==> src/rtl/vram_arbiter_if.sv <==
// Bus bundle for the VRAM arbiter: video fetch, CPU access, RAM port and stall counter.
// slave = arbiter side, master = system side (video timing, CPU, RAM).
interface vram_arbiter_if #(
    parameter int ADDR_W = 10,
    parameter int DATA_W = 8
);
    logic              ce_vid;
    logic              hblank;
    logic              vblank;
    logic [ADDR_W-1:0] vid_addr;
    logic [DATA_W-1:0] vid_data;
    logic              vid_valid;

    logic              cpu_req;
    logic              cpu_we;
    logic [ADDR_W-1:0] cpu_addr;
    logic [DATA_W-1:0] cpu_wdata;
    logic [DATA_W-1:0] cpu_rdata;
    logic              cpu_ready;

    logic [ADDR_W-1:0] ram_addr;
    logic              ram_we;
    logic [DATA_W-1:0] ram_wdata;
    logic [DATA_W-1:0] ram_q;

    logic [15:0]       stall_count;

    modport slave (
        input  ce_vid, hblank, vblank, vid_addr,
        input  cpu_req, cpu_we, cpu_addr, cpu_wdata,
        input  ram_q,
        output vid_data, vid_valid, cpu_rdata, cpu_ready,
        output ram_addr, ram_we, ram_wdata, stall_count
    );

    modport master (
        output ce_vid, hblank, vblank, vid_addr,
        output cpu_req, cpu_we, cpu_addr, cpu_wdata,
        output ram_q,
        input  vid_data, vid_valid, cpu_rdata, cpu_ready,
        input  ram_addr, ram_we, ram_wdata, stall_count
    );
endinterface

==> src/rtl/vram_arbiter.sv <==
// Shares one single-port VRAM between scanout fetches (absolute priority) and a CPU port.
// Define VRAM_ARB_VBLANK_ONLY_EN to restrict CPU accesses to vertical blank.
module vram_arbiter #(
    parameter int ADDR_W = 10,
    parameter int DATA_W = 8
) (
    input  logic         clk,
    input  logic         reset,
    vram_arbiter_if.slave bus
);
    typedef enum logic [1:0] {IDLE, GRANT, CAPTURE, DONE} state_t;

    state_t            state_q, state_d;
    logic [ADDR_W-1:0] addr_q, addr_d;
    logic              we_q, we_d;
    logic [DATA_W-1:0] wdata_q, wdata_d;
    logic [DATA_W-1:0] cpu_rdata_q, cpu_rdata_d;
    logic [DATA_W-1:0] vid_data_q, vid_data_d;
    logic              vid_valid_q, vid_valid_d;
    logic              vid_pend_q, vid_pend_d;
    logic [15:0]       stall_q, stall_d;

    logic              video_slot;
    logic              cpu_slot;
    logic              cpu_ready;
    logic [ADDR_W-1:0] ram_addr;
    logic              ram_we;

    assign video_slot = bus.ce_vid & ~bus.hblank & ~bus.vblank;
`ifdef VRAM_ARB_VBLANK_ONLY_EN
    assign cpu_slot = ~video_slot & bus.vblank;
`else
    assign cpu_slot = ~video_slot;
`endif

    assign cpu_ready = reset | (state_q == DONE) | ~bus.cpu_req;

    // CPU access FSM; the RAM port defaults to the scanout address.
    always_comb begin
        state_d     = state_q;
        addr_d      = addr_q;
        we_d        = we_q;
        wdata_d     = wdata_q;
        cpu_rdata_d = cpu_rdata_q;
        ram_addr    = bus.vid_addr;
        ram_we      = 1'b0;
        case (state_q)
            IDLE: begin
                if (bus.cpu_req) begin
                    state_d = GRANT;
                    addr_d  = bus.cpu_addr;
                    we_d    = bus.cpu_we;
                    wdata_d = bus.cpu_wdata;
                end
            end
            GRANT: begin
                if (cpu_slot) begin
                    ram_addr = addr_q;
                    if (we_q) begin
                        ram_we  = 1'b1;
                        state_d = DONE;
                    end else begin
                        state_d = CAPTURE;
                    end
                end
            end
            CAPTURE: begin
                cpu_rdata_d = bus.ram_q;
                state_d     = DONE;
            end
            DONE: begin
                if (!bus.cpu_req) begin
                    state_d = IDLE;
                end
            end
            default: state_d = IDLE;
        endcase
        if (reset) begin
            ram_we = 1'b0;
        end
    end

    // Video capture pipeline: address out in the slot, RAM data one cycle later.
    always_comb begin
        vid_pend_d  = video_slot;
        vid_valid_d = vid_pend_q;
        vid_data_d  = vid_pend_q ? bus.ram_q : vid_data_q;
        stall_d     = stall_q;
        if (!cpu_ready && (stall_q != 16'hFFFF)) begin
            stall_d = stall_q + 16'd1;
        end
    end

    always_ff @(posedge clk) begin
        if (reset) begin
            state_q     <= IDLE;
            addr_q      <= '0;
            we_q        <= 1'b0;
            wdata_q     <= '0;
            cpu_rdata_q <= '0;
            vid_data_q  <= '0;
            vid_valid_q <= 1'b0;
            vid_pend_q  <= 1'b0;
            stall_q     <= '0;
        end else begin
            state_q     <= state_d;
            addr_q      <= addr_d;
            we_q        <= we_d;
            wdata_q     <= wdata_d;
            cpu_rdata_q <= cpu_rdata_d;
            vid_data_q  <= vid_data_d;
            vid_valid_q <= vid_valid_d;
            vid_pend_q  <= vid_pend_d;
            stall_q     <= stall_d;
        end
    end

    assign bus.vid_data    = vid_data_q;
    assign bus.vid_valid   = vid_valid_q;
    assign bus.cpu_rdata   = cpu_rdata_q;
    assign bus.cpu_ready   = cpu_ready;
    assign bus.ram_addr    = ram_addr;
    assign bus.ram_we      = ram_we;
    assign bus.ram_wdata   = wdata_q;
    assign bus.stall_count = stall_q;
endmodule

==> src/flat_wrapper.sv <==
// flat-port wrapper written by rule: the top's interface ports become plain ports
module vram_arbiter_flat 
#(
    parameter int ADDR_W = 10,
    parameter int DATA_W = 8
)
  (clk, reset, bus_ce_vid, bus_hblank, bus_vblank, bus_vid_addr, bus_cpu_req, bus_cpu_we, bus_cpu_addr, bus_cpu_wdata, bus_ram_q, bus_vid_data, bus_vid_valid, bus_cpu_rdata, bus_cpu_ready, bus_ram_addr, bus_ram_we, bus_ram_wdata, bus_stall_count);
  vram_arbiter_if #(.ADDR_W(ADDR_W), .DATA_W(DATA_W)) bus_i ();
  input  logic clk;
  input  logic reset;
  input wire logic [$bits(bus_i.ce_vid)-1:0] bus_ce_vid;
  input wire logic [$bits(bus_i.hblank)-1:0] bus_hblank;
  input wire logic [$bits(bus_i.vblank)-1:0] bus_vblank;
  input wire logic [$bits(bus_i.vid_addr)-1:0] bus_vid_addr;
  input wire logic [$bits(bus_i.cpu_req)-1:0] bus_cpu_req;
  input wire logic [$bits(bus_i.cpu_we)-1:0] bus_cpu_we;
  input wire logic [$bits(bus_i.cpu_addr)-1:0] bus_cpu_addr;
  input wire logic [$bits(bus_i.cpu_wdata)-1:0] bus_cpu_wdata;
  input wire logic [$bits(bus_i.ram_q)-1:0] bus_ram_q;
  output wire logic [$bits(bus_i.vid_data)-1:0] bus_vid_data;
  output wire logic [$bits(bus_i.vid_valid)-1:0] bus_vid_valid;
  output wire logic [$bits(bus_i.cpu_rdata)-1:0] bus_cpu_rdata;
  output wire logic [$bits(bus_i.cpu_ready)-1:0] bus_cpu_ready;
  output wire logic [$bits(bus_i.ram_addr)-1:0] bus_ram_addr;
  output wire logic [$bits(bus_i.ram_we)-1:0] bus_ram_we;
  output wire logic [$bits(bus_i.ram_wdata)-1:0] bus_ram_wdata;
  output wire logic [$bits(bus_i.stall_count)-1:0] bus_stall_count;
  assign bus_i.ce_vid = bus_ce_vid;
  assign bus_i.hblank = bus_hblank;
  assign bus_i.vblank = bus_vblank;
  assign bus_i.vid_addr = bus_vid_addr;
  assign bus_i.cpu_req = bus_cpu_req;
  assign bus_i.cpu_we = bus_cpu_we;
  assign bus_i.cpu_addr = bus_cpu_addr;
  assign bus_i.cpu_wdata = bus_cpu_wdata;
  assign bus_i.ram_q = bus_ram_q;
  assign bus_vid_data = bus_i.vid_data;
  assign bus_vid_valid = bus_i.vid_valid;
  assign bus_cpu_rdata = bus_i.cpu_rdata;
  assign bus_cpu_ready = bus_i.cpu_ready;
  assign bus_ram_addr = bus_i.ram_addr;
  assign bus_ram_we = bus_i.ram_we;
  assign bus_ram_wdata = bus_i.ram_wdata;
  assign bus_stall_count = bus_i.stall_count;
  vram_arbiter #(.ADDR_W(ADDR_W), .DATA_W(DATA_W)) u_core (.clk(clk), .reset(reset), .bus(bus_i));
endmodule
==> config.mk <==
export PLATFORM = sky130hd
export DESIGN_NAME = vram_arbiter_flat
export DESIGN_NICKNAME = d
export VERILOG_FILES = /design/src/rtl/vram_arbiter_if.sv /design/src/rtl/vram_arbiter.sv /design/src/flat_wrapper.sv
export SDC_FILE = /design/constraint.sdc
export NUM_CORES = 1
export LEC_CHECK = 0
export ABC_CLOCK_PERIOD_IN_PS = 3600
export BUFFER_PORTS_ARGS = -buffer_cell sky130_fd_sc_hd__buf_2
export CORE_ASPECT_RATIO = 0.5
export CORE_MARGIN = 2
export CORE_UTILIZATION = 50
export DETAILED_ROUTE_END_ITERATION = 16
export HOLD_SLACK_MARGIN = 0.05
export PLACE_DENSITY = 0.82
export SLEW_MARGIN = 40
export SYNTH_ARGS = -nofsm -noshare
export SYNTH_HDL_FRONTEND = slang
export SYNTH_SLANG_ARGS = --single-unit
==> constraint.sdc <==
create_clock -name clk -period 3.6 [get_ports clk]
set_input_delay 0.9 -clock clk [delete_from_list [all_inputs] [get_ports clk]]
set_output_delay 0.9 -clock clk [all_outputs]
set_load 0.01 [all_outputs]
==> impl_metrics.py, run 1 <==
metrics = {
    "critical_path": {
        "r2r_slack_ns": 1.46,
        "max_stage_delay_ns": 0.50,
        "ff2ff_path_depth": 5,
        "crit_chain": "buf_2 -> or3b_2 -> nand2_1 -> mux2_2 -> buf_2",
        "startpoint_type": "primary input",
        "cpMaxStageDelayCell": "or3b_2",
        "required_ns": 2.70,
        "critPathMaxFanout": 11,
        "r2r_end": "u_core.bus.stall_count[15]$_SDFFE_PP0P_",
        "r2r_start": "u_core.state_q[0]$_SDFFE_PP0P_",
        "worstSetupPathType": "primary input to output port",
        "path_common_cell": "buf_2",
        "critPathArrivalTime_ns": 2.40,
        "setup.worst_path.end_class": "output port",
    },
    "synth": {
        "avgSynthCellArea_sq_um": 9.050,
        "synth_most_common_cell": "dfxtp_1",
        "ys_top_cells_by_count": "dfxtp_1 (55), nand2_1 (45), a21oi_1 (30)",
        "syn-instance-count": 270,
        "yosys_warnings": 0,
        "ys.flop_type": "dfxtp_1",
        "ys_ff_latch": 55,
        "synth_fp_nets": 319,
        "netlist_top_cells_area": "dfxtp_1 (45%), mux2i_1 (8.6%), nand2_1 (6.9%), a21oi_1 (6.1%), mux2_2 (5.5%)",
        "synth_top_area_share_pct": 45.06,
        "synth_edf_count": 0,
        "yosysSeqAreaShare_pct": 45.06,
        "ys_types": 41,
        "synth_top_area_cell": "dfxtp_1",
        "synthesis.area_sq_um": 2444,
        "async_reset_ff_share_pct": 0,
    },
    "power": {
        "p_leak_nw": 1.365,
        "power_density_nw_per_um2": 518.0,
        "ir_worst_vdd_v": 0.0002809,
        "power_w": 0.001582,
    },
    "grt": {
        "grt_pass1_vias": 2042,
        "grt_usage_pct": 21.34,
        "grt_pass1_wl_um": 9045,
        "antenna_found_initial": 0,
        "grt_max_degree": 58,
        "grt-ovfl-total": 0,
    },
    "floorplan": {
        "die_area_sq_um": 5497,
        "rows": 17,
        "start_util_pct": 53.68,
        "die_w_um": 102.9,
        "die_y_um": 53.44,
        "ios": 96,
        "core-area_sq_um": 4552,
    },
    "route": {
        "totalWireLength_um": 5762,
        "drt_iter0_drc": 63,
        "final_antenna_net_count": 0,
        "vias_per_cell": 5.185,
        "drc": 0,
        "wl_per_cell_um": 13.46,
        "vias": 2219,
        "first_pass_iters": 4,
    },
    "clocking": {
        "cts_tree": "done",
        "hold_buffers": 0,
        "cts_inserted_buffers": 5,
        "cts-htree-levels": 2,
        "insertion_delay_ns": 0.31,
        "cts.clk_slew.worst_paths_ns": 0.10,
        "postCtsSetupBuffers": 0,
        "clkSinkCount": 55,
        "cts-root-buf": "clkbuf_8",
        "clk_path_buf_depth": 2,
        "cts_resized": 0,
    },
    "hold_path": {
        "hold_path_class": "flip-flop to flip-flop",
        "min_delay_worst_endpoint": "u_core.bus.ram_wdata[2]$_SDFFE_PP0P_",
        "holdPathStages": 2,
        "min_from": "u_core.bus.ram_wdata[2]$_SDFFE_PP0P_",
    },
    "finish": {
        "fill_cells": 416,
        "synthToLayoutAreaGrowth_pct": 24.99,
        "drive_above_1_share_pct": 34.25,
        "final-seq-area_sq_um": 1101,
        "multi_input_area_sq_um": 1270,
        "diodes": 0,
        "final_util_pct": 67.10,
        "nNetsFinal": 410,
    },
    "sta": {
        "rsz0062_at_grt": "false",
        "fin_crit_ns": 3.296,
        "worst-slew-pin-transition_ns": 0.6480,
        "finClkSkew_ns": 0.008993,
        "finalCritPeriodShare_pct": 91.55,
        "slew_headroom_pct": 56.80,
        "timing.fmax_mhz": 303.4,
        "tns_ns": 0,
        "fin_ws_ns": 0.3044,
        "hold_viol": 0,
        "finalMaxSlewViolations": 0,
        "setup_violations": 0,
    },
    "job": {
        "maxCapViolCount": 0,
    },
    "placement": {
        "place.gp.congestion": 0.8169,
        "portBuffers": 95,
        "place.detailed.hpwl_um": 4279,
        "dp_slack_ns": 0.3095,
    },
    "outcome": {
        "outcome": "finished, final reports clean",
    },
}
## area by class of cell
cell class              instances  share of cell area (%)
multi-input cells             196                   41.58
inverters                       7                  0.8603
flip-flops and latches         55                   36.05
well taps                      66                   2.704
repair buffers                 96                   15.81
clock inverters                 3                  0.7374
clock buffers                   5                   2.253
## worst max-delay path by stage
stage,cells after the start,end,start
global route,5,bus_ram_addr[3],bus_hblank
global placement,5,bus_ram_addr[8],bus_hblank
CTS,5,bus_ram_addr[4],bus_hblank
floorplan,4,bus_ram_addr[0],bus_hblank
detailed placement,5,bus_ram_addr[4],bus_hblank
finish,5,bus_ram_addr[4],bus_hblank
## state kept, by name (all words and copies together) (netlist names)
name and count:
u_core.bus.stall_count 16, u_core.state_q 2, u_core.vid_pend_q 1, u_core.we_q 1, u_core.bus.cpu_rdata 8, u_core.bus.ram_wdata 8
u_core.bus.vid_data 8, u_core.addr_q 10, u_core.bus.vid_valid 1
## cells in the final DEF, fill, tap and decap left out, types with 3 or more instances in the layout
cell and instances:
nand3_1 5, buf_2 95, nor3_1 4, and2_1 4
nand2b_1 4, or4_1 3, mux2_2 12, o31ai_1 3
nor2b_1 4, mux2i_1 21, nand4_1 4, a21oi_1 30
inv_1 6, nor2_1 22, dfxtp_1 55, clkbuf_8 5
a211oi_1 3, ha_1 6, o21ai_0 3, nand2_1 45
## layer usage
layer	vias up	part of all wire [%]	GRT usage (%)
li1	1128	-	-
met5	-	0	0
met4	0	0.85	6.140
met1	1044	43	24.00
met2	42	52	40.74
met3	5	3.9	5.152
## cell families (layout without fill, tap and decap cells)
group	Yosys count	count (layout)	synth area share (%)
and+or+nand+nor	110	110	23.35
DFF	55	55	45.06
AOI/OAI and AO/OA	46	46	10.96
muxes	34	34	14.59
buffers and inverters	19	111	2.969
adders and majority gates	6	6	3.072
## per-stage QoR
step	hold WS [ns]	cell area [sq um]	cells
2_1_floorplan	0.4338	2444	270
3_3_place_gp	0.4420	2963	420
3_5_place_dp	0.4474	2963	420
4_1_cts	0.4626	3054	428
5_1_grt	0.4880	3054	428
6_report	0.4590	3054	428
## report_power, final
part	switching, W	internal, W	total [W]
sequential	0.0000488	0.000687	0.000735
combinational	0.000279	0.000221	0.000500
clock	0.000207	0.000140	0.000347
## worst max-delay path: cells and delay by family
family	cells	cell delay, ns
buffers and inverters	2	0.23
AND/OR/NAND/NOR	2	0.87
multiplexers	1	0.39
Power figures use the tool's default switching activity.
==> inputs of run 2 (changes only) <==
--- a/config.mk
+++ b/config.mk
@@ -13,7 +13,7 @@
 export DETAILED_ROUTE_END_ITERATION = 16
 export HOLD_SLACK_MARGIN = 0.05
 export PLACE_DENSITY = 0.82
-export SLEW_MARGIN = 40
+export SETUP_SLACK_MARGIN = 0.02
 export SYNTH_ARGS = -nofsm -noshare
 export SYNTH_HDL_FRONTEND = slang
 export SYNTH_SLANG_ARGS = --single-unit
==> constraint.sdc (replaced) <==
create_clock -name clk -period 3.6 [get_ports clk]
set_input_delay 0.9 -clock clk [delete_from_list [all_inputs] [get_ports clk]]
set_output_delay 0.9 -clock clk [all_outputs]
set_load 0.1 [all_outputs]
==> impl_metrics.py, run 2 (synthesized netlist as in run 1, its figures left out) <==
metrics = {
    "power": {
        "pwr-share-seq_pct": 33.5,
        "pwr-share-comb_pct": 47.4,
        "ir_worst_vdd_v": 0.0003691,
        "p_leak_nw": 1.372,
        "power.net_switching_w": 0.001074,
        "p_clk_share_pct": 19.1,
        "p_int_w": 0.001117,
        "power_density_nw_per_um2": 710.7,
        "p_sw_share_pct": 49.01,
    },
    "clocking": {
        "insertion_delay_ns": 0.31,
        "postCtsSetupBuffers": 0,
        "clkSinkCount": 55,
        "cts_tree": "done",
        "hold_buffers": 0,
        "cts-htree-levels": 2,
        "cts-root-buf": "clkbuf_8",
        "cts.clk_slew.worst_paths_ns": 0.10,
        "cts_inserted_buffers": 5,
        "clk_path_buf_depth": 2,
        "cts_resized": 0,
    },
    "sta": {
        "finalMaxSlewViolations": 0,
        "timing.fmax_mhz": 288.8,
        "whs_ns": 0.4596,
        "slew_headroom_pct": 56.16,
        "tns_ns": 0,
        "fin_crit_ns": 3.463,
        "finClkSkew_ns": 0.002367,
        "worst-slew-pin-transition_ns": 0.6576,
        "setup_violations": 0,
        "hold_viol": 0,
        "rsz0062_at_grt": "false",
        "finalCritPeriodShare_pct": 96.19,
    },
    "hold_path": {
        "min_delay_worst_endpoint": "u_core.addr_q[9]$_SDFFE_PP0P_",
        "min_from": "u_core.addr_q[9]$_SDFFE_PP0P_",
        "holdPathStages": 2,
        "hold_path_class": "flip-flop to flip-flop",
    },
    "route": {
        "first_pass_iters": 4,
        "drt_iter0_drc": 58,
        "vias": 2230,
        "vias_per_cell": 5.210,
        "wl_per_cell_um": 12.99,
        "final_antenna_net_count": 0,
        "totalWireLength_um": 5560,
        "drc": 0,
    },
    "critical_path": {
        "setup.worst_path.end_class": "output port",
        "startpoint_type": "primary input",
        "r2r_start": "u_core.state_q[1]$_SDFFE_PP0P_",
        "worstSetupPathType": "primary input to output port",
        "r2r_slack_ns": 1.51,
        "required_ns": 2.70,
        "r2r_end": "u_core.bus.stall_count[15]$_SDFFE_PP0P_",
        "ff2ff_path_depth": 5,
        "critPathMaxFanout": 11,
        "critPathArrivalTime_ns": 2.56,
    },
    "grt": {
        "grt_max_degree": 43,
        "grt_pass1_vias": 1954,
        "grt_usage_pct": 19.74,
        "grt_pass1_wl_um": 8328,
        "grt-ovfl-total": 0,
        "antenna_found_initial": 0,
    },
    "floorplan": {
        "rows": 17,
        "start_util_pct": 53.68,
        "ios": 96,
        "die_y_um": 53.44,
        "die_area_sq_um": 5497,
        "core-area_sq_um": 4552,
        "die_w_um": 102.9,
    },
    "finish": {
        "layout_common_cells": "buf_2 (95), dfxtp_1 (55), nand2_1 (45)",
        "drive_above_1_share_pct": 34.53,
        "mostFrequentLayoutCell": "buf_2",
        "fill_cells": 388,
        "diodes": 0,
        "nNetsFinal": 410,
        "largest_reg_flops": 16,
        "synthToLayoutAreaGrowth_pct": 26.16,
    },
    "placement": {
        "portBuffers": 95,
        "place.gp.congestion": 0.8557,
        "place.detailed.hpwl_um": 4166,
    },
    "job": {
        "maxCapViolCount": 0,
    },
    "outcome": {
        "outcome": "finished, final reports clean",
    },
}
==> run 2: cell types whose count changed in the layout (fill, tap and decap cells not counted), sizes merged <==
cell	change
clkinv	-2
bufinv	+1
clkinvlp	+1
==> run 2: worst max-delay path: stages <==
cell,delay (ns)
buf_2,0.09
or3b_2,0.51
nand2_1,0.37
mux2_2,0.39
buf_2,0.29
==> run 2: power groups by stage <==
stage                     Combinational [W]  Sequential [W]  Clock (W)
after floorplan                    0.000586         0.00105          0
after detailed placement            0.00104        0.000749          0
after global routing                0.00110        0.000744   0.000455
final                               0.00104        0.000734   0.000419
after CTS                           0.00105        0.000735   0.000428
after global placement              0.00102        0.000744          0
==> run 2: per-layer routing <==
| layer | global-route usage [%] | part of all wire [%] |
|---|---|---|
| met5 | 0 | 0 |
| met1 | 21.77 | 41 |
| met3 | 5.284 | 4.7 |
| met4 | 5.921 | 0.81 |
| met2 | 37.69 | 53 |
==> run 2: area by class of cell <==
cell class | count | area, sq um | area share, %
Tap cell | 66 | 82.58 | 2.679
Sequential cell | 55 | 1101 | 35.71
Multi-Input combinational cell | 196 | 1275 | 41.36
Clock buffer | 5 | 68.82 | 2.232
Clock inverter | 3 | 46.29 | 1.502
Timing Repair Buffer | 96 | 483.0 | 15.67
Inverter | 7 | 26.28 | 0.8523
==> run 2: worst max-delay path by stage <==
stage / slack, ns / start / cells past startpoint / end
after detailed placement: 0.12 / bus_hblank / 5 / bus_ram_addr[0]
after global routing: 0.06 / bus_hblank / 5 / bus_ram_addr[0]
final: 0.14 / bus_hblank / 5 / bus_ram_addr[0]
after global placement: 0.19 / bus_hblank / 5 / bus_ram_addr[8]
after CTS: 0.12 / bus_hblank / 5 / bus_ram_addr[0]
after floorplan: 0.14 / bus_ce_vid / 4 / bus_ram_we
==> run 2: through the flow <==
| stage | cell area (sq um) | std cells | setup slack, ns | util [%] | power [W] |
|---|---|---|---|---|---|
| 2_1_floorplan | 2449 | 270 | 0.1440 | - | 0.001634 |
| 3_3_place_gp | 2968 | 420 | 0.1859 | 65.20 | 0.001765 |
| 3_5_place_dp | 2968 | 420 | 0.1173 | 65.20 | 0.001793 |
| 4_1_cts | 3083 | 428 | 0.1166 | 67.73 | 0.002210 |
| 5_1_grt | 3083 | 428 | 0.05553 | 67.73 | 0.002300 |
| 6_report | 3083 | 428 | 0.1373 | 67.73 | 0.002191 |
==> inputs of run 3 (changes only) <==
--- a/config.mk
+++ b/config.mk
@@ -12,7 +12,7 @@
 export CORE_UTILIZATION = 50
 export DETAILED_ROUTE_END_ITERATION = 16
 export HOLD_SLACK_MARGIN = 0.05
-export PLACE_DENSITY = 0.82
+export PLACE_DENSITY_LB_ADDON = 0.15
 export SETUP_SLACK_MARGIN = 0.02
 export SYNTH_ARGS = -nofsm -noshare
 export SYNTH_HDL_FRONTEND = slang
==> impl_metrics.py, run 3 (synthesized netlist as in run 1, its figures left out) <==
metrics = {
    "power": {
        "power_density_nw_per_um2": 688.8,
        "ir_worst_vdd_v": 0.0004604,
        "p_leak_nw": 1.366,
    },
    "route": {
        "vias_per_cell": 5.234,
        "drt_iter0_drc": 52,
        "totalWireLength_um": 5656,
        "first_pass_iters": 4,
        "final_antenna_net_count": 0,
        "drc": 0,
        "wl_per_cell_um": 13.21,
        "vias": 2240,
    },
    "placement": {
        "portBuffers": 95,
        "postPlaceCellArea_sq_um": 2975,
        "place_inst": 421,
        "place.detailed.hpwl_um": 4211,
        "place.gp.congestion": 0.9146,
    },
    "clocking": {
        "clkSinkCount": 55,
        "cts_tree": "done",
        "cts.clk_slew.worst_paths_ns": 0.09,
        "cts_inserted_buffers": 5,
        "postCtsSetupBuffers": 0,
        "insertion_delay_ns": 0.30,
        "cts_resized": 0,
        "cts-htree-levels": 2,
        "hold_buffers": 0,
        "clk_path_buf_depth": 2,
        "cts-root-buf": "clkbuf_8",
    },
    "floorplan": {
        "start_util_pct": 53.68,
        "die_area_sq_um": 5497,
        "core-area_sq_um": 4552,
        "rows": 17,
        "die_y_um": 53.44,
        "die_w_um": 102.9,
        "ios": 96,
    },
    "finish": {
        "largest_reg_flops": 16,
        "fill_cells": 396,
        "nNetsFinal": 411,
        "synthToLayoutAreaGrowth_pct": 25.14,
        "drive_above_1_share_pct": 34.53,
        "diodes": 0,
        "fin_cells": 428,
        "layout_common_cells": "buf_2 (95), dfxtp_1 (55), nand2_1 (45)",
        "mostFrequentLayoutCell": "buf_2",
        "stdcell_area_sq_um": 3058,
    },
    "sta": {
        "fin_crit_ns": 3.466,
        "rsz0062_at_grt": "false",
        "whs_ns": 0.4551,
        "worst-slew-pin-transition_ns": 0.6716,
        "finalCritPeriodShare_pct": 96.29,
        "setup_violations": 0,
        "timing.fmax_mhz": 288.5,
        "finClkSkew_ns": 0.004654,
        "hold_viol": 0,
        "tns_ns": 0,
        "slew_headroom_pct": 55.23,
        "finalMaxSlewViolations": 0,
    },
    "hold_path": {
        "hold_path_class": "flip-flop to flip-flop",
        "min_from": "u_core.bus.ram_wdata[7]$_SDFFE_PP0P_",
    },
    "critical_path": {
        "required_ns": 2.70,
        "setup.worst_path.end_class": "output port",
        "crit_start": "bus_hblank",
        "critPathMaxFanout": 11,
        "worstSetupPathType": "primary input to output port",
        "r2r_start": "u_core.state_q[0]$_SDFFE_PP0P_",
        "startpoint_type": "primary input",
        "critPathArrivalTime_ns": 2.57,
    },
    "job": {
        "maxCapViolCount": 0,
    },
    "grt": {
        "grt_usage_pct": 21.10,
        "grt_pass1_vias": 2074,
        "grt_pass1_wl_um": 9052,
        "antenna_found_initial": 0,
        "grt_max_degree": 31,
        "grt-ovfl-total": 0,
    },
    "outcome": {
        "outcome": "finished, final reports clean",
    },
}
## run 3: area by class of cell
| type | count | area, sq um | share of cell area [%] |
|---|---|---|---|
| multi-input combinational | 196 | 1275 | 41.69 |
| sequential | 55 | 1101 | 36.01 |
| timing repair buffer | 97 | 490.5 | 16.04 |
| tap | 66 | 82.58 | 2.700 |
| clock buffer | 5 | 68.82 | 2.250 |
| inverter | 7 | 26.28 | 0.8592 |
| clock inverter | 2 | 13.76 | 0.4501 |
## run 3: worst max-delay path: stages
cell	delay [ns]
buf_2	0.09
or3b_2	0.49
nand2_1	0.39
mux2_2	0.39
buf_2	0.29
## run 3: final timing paths
path	to	slack [ns]	depth (start not counted)
max	bus_ram_addr[2]	0.13	5
min reg2reg	u_core.bus.ram_wdata[7]$_SDFFE_PP0P_	0.46	2
min	u_core.bus.ram_wdata[7]$_SDFFE_PP0P_	0.46	2
max reg2reg	u_core.bus.stall_count[15]$_SDFFE_PP0P_	1.40	5
## run 3: layer usage
metal  share of wire [%]  vias up  track usage (%)  routed length, um
met5                   0        -                0                  0
met4                0.48        0            5.482                 27
met3                 8.5        3            6.605                478
met2                  47       83            37.58               2675
met1                  44     1027            25.00               2474
li1                    -     1127                -                  -
## run 3: report_power, final
part | internal (W) | leakage (nW) | total [W] | switching [W]
Combinational | 0.000222 | 0.874 | 0.00104 | 0.000821
Sequential | 0.000686 | 0.447 | 0.000735 | 0.0000484
Clock | 0.000134 | 0.0440 | 0.000329 | 0.000195
Total | 0.00104 | 1.37 | 0.00211 | 0.00106
## run 3: metrics by stage
stage	total power, W	util (%)	setup WS [ns]
after floorplan	0.001634	-	0.1440
after detailed placement	0.001793	65.37	0.1349
after global routing	0.002209	67.18	0.05544
final	0.002106	67.18	0.1336
after CTS	0.002121	67.18	0.1298
after global placement	0.001770	65.37	0.1801
